$ cat config.mk
export PLATFORM = sky130hd
export DESIGN_NAME = i2s_sample_scheduler
export DESIGN_NICKNAME = d
export VERILOG_FILES = /design/src/rtl/i2s_pkg.sv /design/src/rtl/i2s_clk_div.sv /design/src/rtl/i2s_sample_scheduler.sv
export SDC_FILE = /design/constraint.sdc
export NUM_CORES = 1
export LEC_CHECK = 0
export ABC_AREA = 1
export CAP_MARGIN = 30
export CORE_MARGIN = 5
export CORE_UTILIZATION = 49
export DETAILED_ROUTE_END_ITERATION = 7
export PLACE_DENSITY = 0.73
export SKIP_CTS_REPAIR_TIMING = 1
export SYNTH_ARGS = -nofsm -noshare
export SYNTH_HDL_FRONTEND = slang
export SYNTH_HIERARCHICAL = 1
export SYNTH_SLANG_ARGS = --single-unit
$ cat constraint.sdc
create_clock -name dac_mclk -period 4.9 [get_ports dac_mclk]
set_clock_uncertainty 0.15 [all_clocks]
set_input_delay 0.98 -clock dac_mclk [delete_from_list [all_inputs] [get_ports dac_mclk]]
set_output_delay 0.98 -clock dac_mclk [all_outputs]
set_load 0.1 [all_outputs]
$ cat src/rtl/i2s_pkg.sv
// Shared types and constants for the I2S sample scheduler slice.
package i2s_pkg;

   typedef enum logic [1:0] {
      MODE_A    = 2'b00,
      MODE_B    = 2'b01,
      MODE_PRIO = 2'b10,
      MODE_MIX  = 2'b11
   } src_mode_t;

   typedef enum logic [1:0] {
      IDLE   = 2'b00,
      ARB    = 2'b01,
      HELD   = 2'b10,
      COMMIT = 2'b11
   } sched_state_t;

   localparam int unsigned FRAME_SLOTS = 32;
   localparam int unsigned LAST_SLOT   = FRAME_SLOTS - 1;
   localparam int unsigned SAMPLE_W    = 16;

   localparam logic [SAMPLE_W-1:0] SAMPLE_MAX = 16'h7FFF;
   localparam logic [SAMPLE_W-1:0] SAMPLE_MIN = 16'h8000;

   // Two's-complement add clamped to the 16-bit sample range.
   function automatic logic [SAMPLE_W-1:0] sat_add(input logic [SAMPLE_W-1:0] a,
                                                   input logic [SAMPLE_W-1:0] b);
      logic [SAMPLE_W:0] sum;
      sum = {a[SAMPLE_W-1], a} + {b[SAMPLE_W-1], b};
      if (sum[SAMPLE_W] != sum[SAMPLE_W-1]) begin
         return sum[SAMPLE_W] ? SAMPLE_MIN : SAMPLE_MAX;
      end
      return sum[SAMPLE_W-1:0];
   endfunction

endpackage

$ cat src/rtl/i2s_clk_div.sv
// Divides dac_mclk to the registered serial bit clock; rise flags the edge
// on which serial_clk goes 0->1 so callers can act on that same edge.
module i2s_clk_div #(
   parameter int unsigned MCLK_DIV = 4
) (
   input  logic dac_mclk,
   input  logic reset,
   output logic serial_clk,
   output logic rise
);

   localparam int unsigned HALF = MCLK_DIV / 2;
   localparam int unsigned CW   = (MCLK_DIV > 2) ? $clog2(MCLK_DIV) : 1;

   logic [CW-1:0] r_div_cnt;
   logic [CW-1:0] w_cnt_nxt;
   logic          r_serial_clk;

   assign w_cnt_nxt = (r_div_cnt == CW'(MCLK_DIV - 1)) ? '0 : r_div_cnt + CW'(1);

   always_ff @(posedge dac_mclk or negedge reset) begin
      if (!reset) begin
         r_div_cnt    <= '0;
         r_serial_clk <= 1'b0;
      end else begin
         r_div_cnt    <= w_cnt_nxt;
         r_serial_clk <= (w_cnt_nxt >= CW'(HALF));
      end
   end

   assign serial_clk = r_serial_clk;
   assign rise       = (w_cnt_nxt == CW'(HALF));

endmodule

$ cat src/rtl/i2s_sample_scheduler.sv
// Frame-position tracking, source arbitration/mixing and commit sequencing
// for the I2S transmit path.
module i2s_sample_scheduler
   import i2s_pkg::*;
#(
   parameter int unsigned MCLK_DIV      = 4,
   parameter int unsigned FETCH_SLOT    = 16,
   parameter bit          UNDERRUN_HOLD = 1'b1,
   parameter int unsigned CNT_W         = 8
) (
   input  logic                dac_mclk,
   input  logic                reset,
   input  logic                tx_enable,
   input  logic [1:0]          mode,
   input  logic                a_valid,
   input  logic [SAMPLE_W-1:0] a_data,
   output logic                a_ready,
   input  logic                b_valid,
   input  logic [SAMPLE_W-1:0] b_data,
   output logic                b_ready,
   output logic                serial_clk,
   output logic [4:0]          frame_pos,
   output logic [SAMPLE_W-1:0] sound_out,
   output logic                frame_strobe,
   output logic                underrun,
   output logic [CNT_W-1:0]    underrun_count
);

   logic                w_rise;
   logic [4:0]          r_frame_pos;
   logic [4:0]          w_pos_nxt;
   sched_state_t        r_state;
   sched_state_t        w_state_nxt;
   src_mode_t           r_mode_q;
   src_mode_t           w_mode_nxt;
   logic                r_stage_a_vld;
   logic                r_stage_b_vld;
   logic [SAMPLE_W-1:0] r_stage_a;
   logic [SAMPLE_W-1:0] r_stage_b;
   logic [SAMPLE_W-1:0] r_last;
   logic [SAMPLE_W-1:0] r_sound;
   logic                r_a_rdy;
   logic                r_b_rdy;
   logic                r_strobe;
   logic                r_underrun;
   logic [CNT_W-1:0]    r_ucnt;

   logic                w_open;
   logic                w_commit;
   logic                w_a_xfer;
   logic                w_b_xfer;
   logic                w_a_have;
   logic                w_b_have;
   logic [SAMPLE_W-1:0] w_a_val;
   logic [SAMPLE_W-1:0] w_b_val;
   logic                w_done;
   logic                w_stage_a_vld_nxt;
   logic                w_stage_b_vld_nxt;
   logic                w_a_rdy_nxt;
   logic                w_b_rdy_nxt;
   logic                w_short;
   logic [SAMPLE_W-1:0] w_commit_val;

   i2s_clk_div #(
      .MCLK_DIV (MCLK_DIV)
   ) u_clk_div (
      .dac_mclk   (dac_mclk),
      .reset      (reset),
      .serial_clk (serial_clk),
      .rise       (w_rise)
   );

   assign w_pos_nxt = r_frame_pos + 5'd1;

   always_ff @(posedge dac_mclk or negedge reset) begin
      if (!reset) begin
         r_frame_pos <= 5'(LAST_SLOT);
      end else if (w_rise) begin
         r_frame_pos <= w_pos_nxt;
      end
   end

   assign w_open   = w_rise && (w_pos_nxt == 5'(FETCH_SLOT)) && (r_state == IDLE);
   assign w_commit = w_rise && (w_pos_nxt == 5'(LAST_SLOT)) &&
                     ((r_state == ARB) || (r_state == HELD));

   // In priority mode B is only offered while A is not presenting.
   assign a_ready  = r_a_rdy;
   assign b_ready  = (r_mode_q == MODE_PRIO) ? (r_b_rdy & ~a_valid) : r_b_rdy;
   assign w_a_xfer = a_valid & a_ready;
   assign w_b_xfer = b_valid & b_ready;

   // A transfer on the commit edge itself still counts toward that commit.
   assign w_a_have = r_stage_a_vld | w_a_xfer;
   assign w_b_have = r_stage_b_vld | w_b_xfer;
   assign w_a_val  = w_a_xfer ? a_data : r_stage_a;
   assign w_b_val  = w_b_xfer ? b_data : r_stage_b;

   always_comb begin
      w_done = 1'b0;
      unique case (r_mode_q)
         MODE_A:    w_done = w_a_have;
         MODE_B:    w_done = w_b_have;
         MODE_PRIO: w_done = w_a_have | w_b_have;
         MODE_MIX:  w_done = w_a_have & w_b_have;
         default:   w_done = 1'b0;
      endcase
   end

   always_ff @(posedge dac_mclk or negedge reset) begin
      if (!reset) begin
         r_state  <= IDLE;
         r_mode_q <= MODE_A;
      end else begin
         r_state  <= w_state_nxt;
         r_mode_q <= w_mode_nxt;
      end
   end

   always_comb begin
      w_state_nxt = r_state;
      w_mode_nxt  = r_mode_q;
      unique case (r_state)
         IDLE: begin
            if (w_open) begin
               w_state_nxt = ARB;
               w_mode_nxt  = src_mode_t'(mode);
            end
         end
         ARB: begin
            if (w_commit)    w_state_nxt = COMMIT;
            else if (w_done) w_state_nxt = HELD;
         end
         HELD: begin
            if (w_commit) w_state_nxt = COMMIT;
         end
         COMMIT:  w_state_nxt = IDLE;
         default: w_state_nxt = IDLE;
      endcase
   end

   assign w_stage_a_vld_nxt = w_commit ? 1'b0 : w_a_have;
   assign w_stage_b_vld_nxt = w_commit ? 1'b0 : w_b_have;

   assign w_a_rdy_nxt = (w_state_nxt == ARB) && tx_enable && !w_stage_a_vld_nxt &&
                        (w_mode_nxt != MODE_B);
   assign w_b_rdy_nxt = (w_state_nxt == ARB) && tx_enable && !w_stage_b_vld_nxt &&
                        (w_mode_nxt != MODE_A) &&
                        ((w_mode_nxt != MODE_PRIO) || !w_stage_a_vld_nxt);

   always_comb begin
      w_short      = 1'b0;
      w_commit_val = '0;
      if (tx_enable) begin
         unique case (r_mode_q)
            MODE_A: begin
               if (w_a_have) w_commit_val = w_a_val;
               else          w_short      = 1'b1;
            end
            MODE_B: begin
               if (w_b_have) w_commit_val = w_b_val;
               else          w_short      = 1'b1;
            end
            MODE_PRIO: begin
               if (w_a_have)      w_commit_val = w_a_val;
               else if (w_b_have) w_commit_val = w_b_val;
               else               w_short      = 1'b1;
            end
            MODE_MIX: begin
               if (w_a_have || w_b_have) begin
                  w_commit_val = sat_add(w_a_have ? w_a_val : '0,
                                         w_b_have ? w_b_val : '0);
               end else begin
                  w_short = 1'b1;
               end
            end
            default: w_short = 1'b0;
         endcase
         if (w_short) begin
            w_commit_val = UNDERRUN_HOLD ? r_last : '0;
         end
      end
   end

   always_ff @(posedge dac_mclk or negedge reset) begin
      if (!reset) begin
         r_stage_a_vld <= 1'b0;
         r_stage_b_vld <= 1'b0;
         r_stage_a     <= '0;
         r_stage_b     <= '0;
         r_a_rdy       <= 1'b0;
         r_b_rdy       <= 1'b0;
      end else begin
         r_stage_a_vld <= w_stage_a_vld_nxt;
         r_stage_b_vld <= w_stage_b_vld_nxt;
         if (w_a_xfer) r_stage_a <= a_data;
         if (w_b_xfer) r_stage_b <= b_data;
         r_a_rdy       <= w_a_rdy_nxt;
         r_b_rdy       <= w_b_rdy_nxt;
      end
   end

   always_ff @(posedge dac_mclk or negedge reset) begin
      if (!reset) begin
         r_sound    <= '0;
         r_last     <= '0;
         r_strobe   <= 1'b0;
         r_underrun <= 1'b0;
         r_ucnt     <= '0;
      end else begin
         r_strobe   <= w_commit;
         r_underrun <= w_commit && w_short;
         if (w_commit) begin
            r_sound <= w_commit_val;
            r_last  <= w_commit_val;
            if (w_short && (r_ucnt != '1)) begin
               r_ucnt <= r_ucnt + CNT_W'(1);
            end
         end
      end
   end

   assign frame_pos      = r_frame_pos;
   assign sound_out      = r_sound;
   assign frame_strobe   = r_strobe;
   assign underrun       = r_underrun;
   assign underrun_count = r_ucnt;

endmodule

==> results of run 1 <==
state kept, by name (all words and copies together), names as in the netlist, 2 cells and up:
register	count
underrun_count	8
sound_out	16
r_stage_b	16
r_mode_q	2
u_clk_div/r_div_cnt	2
r_state	2
frame_pos	5
r_stage_a	16
placed cells by master (no fill, tap or decap), types with 3 or more instances in the layout:
| cell | count |
|---|---|
| xnor2_1 | 15 |
| xor2_1 | 5 |
| nand2_2 | 3 |
| nand4_1 | 9 |
| buf_4 | 12 |
| dfrtp_1 | 68 |
| nor2_1 | 31 |
| nand2_1 | 302 |
| dfstp_2 | 5 |
| nand3_1 | 34 |
| clkbuf_8 | 10 |
| ha_1 | 26 |
| inv_1 | 98 |
| o21ai_0 | 45 |
| a21oi_1 | 35 |
| nor3_1 | 5 |
| inv_2 | 5 |
| clkdlybuf4s50_1 | 70 |
how the worst max path moves through the flow:
stage	depth (start not counted)	from	to	slack, ps
after floorplan	23	a_valid	sound_out[5]	950
after global placement	25	a_valid	sound_out[9]	390
after detailed placement	25	a_valid	sound_out[10]	260
after CTS	25	a_valid	sound_out[10]	650
after global routing	25	a_valid	sound_out[10]	230
final	25	a_valid	sound_out[9]	630
area by class of cell:
| cell class | instances | area share, % |
|---|---|---|
| Clock inverter | 5 | 1.03 |
| Sequential cell | 73 | 30.2 |
| Tap cell | 133 | 2.74 |
| Timing Repair Buffer | 83 | 13.1 |
| Inverter | 103 | 6.37 |
| Multi-Input combinational cell | 534 | 44.2 |
| Clock buffer | 11 | 2.33 |
kinds of logic after synthesis:
| logic type | Yosys count | synth area share, % |
|---|---|---|
| xor+xnor | 20 | 3.51 |
| simple gates | 398 | 33.9 |
| mux | 1 | 0.201 |
| fa+ha+maj | 27 | 6.92 |
| compound gates | 88 | 9.30 |
| flops | 73 | 36.7 |
| buf+inv | 120 | 9.43 |
layer usage:
layer	vias to the layer above	routed length (µm)	global-route usage, %
met5	-	0	0
met4	0	180	5.50
met3	14	890	4.97
met2	144	6540	38.9
met1	2240	6160	30.2
li1	2420	-	-
power by group:
part           leakage, nW  total, mW  internal, mW  switching [mW]
clock               0.0962      0.506         0.252           0.254
combinational         2.33     0.0456        0.0272          0.0183
sequential           0.989      0.602         0.602               0
critical path: cells and delay by family:
kind	cells	cell delay [ps]
AND/OR/NAND/NOR	18	1720
buffers and inverters	5	1060
adder cells (fa/ha/maj)	2	610
metrics by stage:
| step | setup WS (ps) | cells | hold slack, ps | power [mW] |
|---|---|---|---|---|
| global route | 229 | 942 | 347 | 1.19 |
| global placement | 386 | 925 | 295 | 0.661 |
| detailed placement | 261 | 926 | 306 | 0.661 |
| floorplan | 954 | 727 | 278 | 0.617 |
| finish | 634 | 942 | 320 | 1.15 |
| CTS | 645 | 942 | 323 | 1.16 |
==> flow_metrics.tcl, run 1 <==
set metrics [dict create \
    hold_viol 0 \
    status "finished, final reports clean" \
    numPortBuffers 72 \
    drt-initial-drc-count 326 \
    grt_overflow_total 0 \
    ys_ff_latch 73 \
    crit_top_cell "nand2_1" \
    start_util_pct 50.6 \
    drc_errors 0 \
    grt_first_pass_wirelength_mm 23.3 \
    cts_buffer_depth 2 \
    critPathMaxFanout 16 \
    tightest_slew_ps 999 \
    hold_path_class "flop to flop" \
    syn-num-nets 793 \
    timing.final.crit_share_pct 87.1 \
    dpl_cell_area_um2 5870 \
    core_area_um2 9860 \
    p_leak_nw 3.42 \
    wl_per_cell_um 14.6 \
    finalSetupTns_ps 0 \
    fillers 933 \
    syn-instance-count 727 \
    synth-async-reset-ratio_pct 100 \
    postRouteAntennaNets 0 \
    synthTopCellsByArea "dfrtp_1, nand2_1, inv_1" \
    ff2ff_path_depth 25 \
    viasPerCell 5.11 \
    rows 36 \
    insertedDiodeCount 0 \
    h-tree-depth 3 \
    power.density_nw_per_um2 190 \
    cts_num_sinks 73 \
    hpwl_mm 10.7 \
    hp-start "u_clk_div/r_div_cnt[0]" \
    cp_slowest_cell "clkdlybuf4s50_1" \
    timing.critical_path.to_type "flop" \
    die_h_um 111 \
    final_util_pct 61.6 \
    setup_violations 0 \
    cts_tree "yes" \
    synth_most_common_cell "nand2_1" \
    dieArea_um2 12300 \
    final.min_clock_period_ps 4270 \
    r2r-end "sound_out[9]" \
    rsz0062_at_grt "false" \
    startpoint_type "input pin" \
    regArea_um2 1830 \
    cp_data_required_time_ps 5000 \
    cap_violations 0 \
    synth.avg_cell_area_um2 6.86 \
    routed_wl_mm 13.8 \
    peakVddDrop_mv 0.114 \
    slew_headroom_pct 33.2 \
    yosys.area.top_type "dfrtp_1" \
    netlist_top_cells_count "nand2_1, inv_1, dfrtp_1" \
    die_x_um 111 \
    grt.total_usage_pct 23.0 \
    timing.reg2reg.setup_slack_ps 960 \
    hold_end "u_clk_div/r_div_cnt[0]" \
    synth-edff-count 0 \
    cts_buffers 9 \
    vias 4818 \
    path_class "input pin to flop" \
    ys.flop_type "dfrtp_1" \
    grt_pass1_vias 4818 \
    multiInputGateArea_um2 2690 \
    final_max_slew_viol_count 0 \
    slowest_delay_ps 550 \
    final_cell_area_um2 6070 \
    grt_max_degree 51 \
    hold_depth 1 \
    netlist_area_um2 4990 \
    drive_gt1_share_pct 6.67 \
    arrival_ps 4370 \
    yosysWarnings 6 \
    synth_cell_types 37 \
    reg2reg_from "r_mode_q[0]" \
    gp_congestion 0.952 \
    boundaryPins 73 \
    insertion_delay_ps 370 \
    yosysTopAreaCellShare_pct 34.1 \
    yosysSeqAreaShare_pct 36.7 \
    path_clk_slew_ps 80 \
    firstDrtPassIters 5 \
    antenna_found_initial 0 \
    nets 870 \
    root_buffer "clkbuf_8" \
    area_growth_pct 21.7 \
    clock.fmax_ghz 0.234 \
]
No activity file was read; power rests on OpenSTA's default activity.
==> run 2, diff against run 1 <==
- DONT_BUFFER_PORTS: default -> 1
- PLACE_DENSITY: 0.73 -> default
==> flow_metrics.tcl, run 2 (synthesis gave the netlist of run 1 again) <==
set metrics [dict create \
    status "finished, final reports clean" \
    hpwl_mm 10.3 \
    boundaryPins 73 \
    hold_viol 0 \
    drc_errors 0 \
    cts_num_sinks 73 \
    timing.critical_path.to_type "flop" \
    critPathMaxFanout 31 \
    instances_no_fill 866 \
    grt_overflow_total 0 \
    cts_tree "yes" \
    hold_ws_ps 157 \
    final_cell_area_um2 5320 \
    final.setup.worst_slack_ps 841 \
    finalSetupTns_ps 0 \
    r2r-end "sound_out[6]" \
    insertedDiodeCount 0 \
    viasPerCell 5.17 \
    antenna_found_initial 0 \
    power.internal_uw 801 \
    routed_wl_mm 13.1 \
    vias 4473 \
    rows 36 \
    pwr-share-seq_pct 58.0 \
    gp_congestion 0.943 \
    die_x_um 111 \
    path_clk_slew_ps 80 \
    hold_path_class "input pin to asynchronous set/reset pin" \
    postRouteAntennaNets 0 \
    post-place-ws_ps 532 \
    p_sw_uw 237 \
    clock.fmax_ghz 0.246 \
    grt_pass1_vias 4448 \
    dieArea_um2 12300 \
    root_buffer "clkbuf_8" \
    timing.final.crit_share_pct 82.8 \
    drive_gt1_share_pct 6.41 \
    firstDrtPassIters 5 \
    timing.reg2reg.setup_slack_ps 1040 \
    reg2reg_from "r_mode_q[1]" \
    final.min_clock_period_ps 4060 \
    crit_start "a_valid" \
    wl_per_cell_um 15.2 \
    grt.total_usage_pct 22.3 \
    power.density_nw_per_um2 195 \
    dpl_cell_area_um2 5120 \
    insertion_delay_ps 360 \
    slew_headroom_pct 32.6 \
    tightest_slew_ps 1010 \
    fillers 1005 \
    peakVddDrop_mv 0.149 \
    ff2ff_path_depth 25 \
    final_cell_mix "nand2_1, inv_1, dfrtp_1, o21ai_0, a21oi_1" \
    grt_first_pass_wirelength_mm 22.2 \
    cap_violations 0 \
    cts_buffer_depth 2 \
    die_h_um 111 \
    p_leak_nw 3.12 \
    drt-initial-drc-count 227 \
    arrival_ps 4150 \
    final_common_cell "nand2_1" \
    numPortBuffers 0 \
    startpoint_type "input pin" \
    nets 794 \
    area_growth_pct 6.59 \
    rsz0062_at_grt "false" \
    start_util_pct 50.6 \
    power.share.combinational_pct 0.3 \
    final_util_pct 53.9 \
    path_class "input pin to flop" \
    cp_data_required_time_ps 4990 \
    grt_max_degree 74 \
    p_clk_share_pct 41.7 \
    placed_cells 849 \
    cts_buffers 9 \
    p_total_mw 1.04 \
    switching_share_pct 22.8 \
    core_area_um2 9860 \
    final_max_slew_viol_count 0 \
    h-tree-depth 3 \
    setup_violations 0 \
]
run 2: cell types whose count changed in the layout (fill, tap and decap cells not counted):
cell             change
buf_4                -6
inv_6                -1
bufinv_16            -1
buf_16               +1
clkinv_2             +1
buf_2                -1
clkdlybuf4s50_1     -70
clkbuf_1             +1
run 2: critical path: stages:
cell,delay [ps]
nand2_2,50
inv_2,100
or2_2,510
nand2_1,200
inv_1,60
ha_1,220
fa_1,400
nand3_1,100
nand3_1,120
nand2_1,90
nand2_1,100
nand2_1,90
nand3_1,70
nand2_1,180
inv_1,60
nand2_1,340
nand3_1,140
nand2_1,90
nand2_1,50
nand2_1,120
nand2_1,70
run 2: worst max path at each step:
| stage | end | cells after the start |
|---|---|---|
| after floorplan | sound_out[5] | 23 |
| after CTS | sound_out[6] | 21 |
| after global placement | sound_out[6] | 21 |
| after detailed placement | sound_out[6] | 21 |
| final | sound_out[6] | 21 |
| after global routing | sound_out[6] | 21 |
run 2: power groups by stage:
| stage | combinational [mW] | sequential [mW] | clock, mW |
|---|---|---|---|
| after global routing | 0.00326 | 0.602 | 0.483 |
| after global placement | 0.00290 | 0.614 | 0 |
| after floorplan | 0.00246 | 0.614 | 0 |
| final | 0.00289 | 0.602 | 0.433 |
| after CTS | 0.00295 | 0.602 | 0.446 |
| after detailed placement | 0.00295 | 0.614 | 0 |
run 2: metal layers:
| layer | global-route usage, % | up-vias | share of wire (%) |
|---|---|---|---|
| li1 | - | 2259 | - |
| met2 | 35.9 | 138 | 45 |
| met3 | 7.26 | 19 | 9.2 |
| met5 | 0 | - | 0 |
| met1 | 28.4 | 2057 | 43 |
| met4 | 7.22 | 0 | 2.5 |
run 2: layout make-up:
class,count,area [µm²],area share [%]
clock buffer,12,145,2.73
timing repair buffer,7,72.6,1.36
inverter,103,387,7.27
sequential,73,1830,34.5
clock inverter,4,28.8,0.541
multi-input combinational,534,2690,50.5
tap,133,166,3.13
==> run 3, diff against run 2 <==
- PLACE_DENSITY: default -> 0.66
- clock period: 4.9 -> 3.4 ns (I/O delays scaled with it)
==> flow_metrics.tcl, run 3 (synthesis gave the netlist of run 1 again) <==
set metrics [dict create \
    critPathMaxFanout 9 \
    final_util_pct 62.2 \
    slew_headroom_pct 33.8 \
    timing.final.crit_share_pct 96.4 \
    final.min_clock_period_ps 3280 \
    power.density_nw_per_um2 248 \
    cap_violations 0 \
    status "finished, final reports clean" \
    startpoint_type "flop" \
    insertedDiodeCount 0 \
    grt_max_degree 74 \
    final_cell_mix "nand2_1, inv_1, buf_4, dfrtp_1, o21ai_0" \
    power.internal_mw 1.14 \
    p_clk_share_pct 41.5 \
    root_buffer "clkbuf_8" \
    postRouteAntennaNets 0 \
    cts_buffer_depth 2 \
    setup_violations 0 \
    p_sw_uw 379 \
    hold_path_class "input pin to asynchronous set/reset pin" \
    h-tree-depth 3 \
    grt.total_usage_pct 22.5 \
    viasPerCell 5.18 \
    arrival_ps 3430 \
    power.share.combinational_pct 1.5 \
    timing.critical_path.to_type "flop" \
    p_leak_nw 3.49 \
    nets 866 \
    grt_first_pass_wirelength_mm 22.5 \
    final_max_slew_viol_count 0 \
    cp_data_required_time_ps 3550 \
    start_util_pct 50.6 \
    hold_viol 0 \
    routed_wl_mm 14.0 \
    rows 36 \
    hold_ws_ps 46.4 \
    numPortBuffers 0 \
    wl_per_cell_um 14.9 \
    grt_pass1_vias 4639 \
    finalSetupTns_ps 0 \
    pwr-share-seq_pct 56.9 \
    cts_buffers 9 \
    drt-initial-drc-count 322 \
    hpwl_mm 10.5 \
    fillers 902 \
    final_common_cell "nand2_1" \
    gp_congestion 0.984 \
    path_clk_slew_ps 80 \
    peakVddDrop_mv 0.213 \
    drc_errors 0 \
    clock.fmax_ghz 0.305 \
    cts_num_sinks 73 \
    vias 4861 \
    switching_share_pct 24.9 \
    dieArea_um2 12300 \
    tightest_slew_ps 993 \
    cts_tree "yes" \
    firstDrtPassIters 5 \
    area_growth_pct 23.0 \
    insertion_delay_ps 360 \
    boundaryPins 73 \
    die_x_um 111 \
    drive_gt1_share_pct 20.2 \
    antenna_found_initial 0 \
    p_total_mw 1.52 \
    grt_overflow_total 0 \
    die_h_um 111 \
    path_class "flop to flop" \
    core_area_um2 9860 \
]
==> run 3: changes by cell type in the layout (fill, tap and decap cells not counted), sizes merged <==
cell / previous run / this run
nand2: 307 / 309
clkinvlp: 2 / 1
clkbuf: 12 / 10
inv: 103 / 105
buf: 7 / 76
clkinv: 2 / 4
==> run 3: final timing paths <==
path,from,end,slack (ps),depth (start not counted)
setup / recovery,a_ready,sound_out[2],120,21
hold / removal,reset,r_stage_b[1],50,1
setup reg to reg,a_ready,sound_out[2],120,21
hold reg to reg,u_clk_div/r_div_cnt[0],u_clk_div/r_div_cnt[0],310,1
max in group asynchronous,reset,frame_pos[3],2730,1
min in group dac_mclk,a_data[3],r_stage_a[3],300,2
==> run 3: metal layers <==
metal / GRT usage, % / vias up / share of wire [%]
met5: 0 / - / 0
met1: 29.7 / 2236 / 43
met3: 6.71 / 36 / 8.3
met2: 34.7 / 183 / 44
li1: - / 2406 / -
met4: 8.87 / 0 / 3.8
==> run 3: layout make-up <==
class	count	area, µm²	share of cell area [%]
multi-input combinational	536	2910	47.5
sequential	73	1840	29.9
timing repair buffer	77	653	10.6
inverter	103	389	6.34
tap	133	166	2.71
clock buffer	9	124	2.02
clock inverter	7	55.1	0.897
==> run 3: per-stage QoR <==
stage | cell area (µm²) | instances | worst slack (ps)
after floorplan | 5020 | 727 | 0.804
after CTS | 5800 | 924 | -26.5
after global placement | 5620 | 908 | -71.1
after detailed placement | 5620 | 908 | -142
final | 6140 | 938 | 123
after global routing | 6140 | 938 | -76.1
==> run 3: critical path, stage by stage (launching register included) <==
cell	delay (ps)
dfrtp_4	500
nand2_4	70
buf_4	150
nand2_1	50
o21ai_0	100
inv_1	70
nor2_1	360
ha_4	280
nand2_1	50
nand2_1	80
a21oi_2	170
nand2_2	100
nand2_2	100
nand2_1	100
nand2_1	100
nand2_2	110
a21boi_4	240
clkbuf_16	190
nand2_1	60
nand2_1	70
nand2_1	60
nand2_1	60
==> run 3: power by group through the flow <==
| stage | logic (mW) | clock network (mW) | registers (mW) |
|---|---|---|---|
| detailed placement | 0.00413 | 0 | 0.885 |
| finish | 0.0233 | 0.633 | 0.868 |
| floorplan | 0.00355 | 0 | 0.885 |
| global placement | 0.00412 | 0 | 0.885 |
| CTS | 0.00416 | 0.649 | 0.868 |
| global route | 0.0279 | 0.696 | 0.868 |
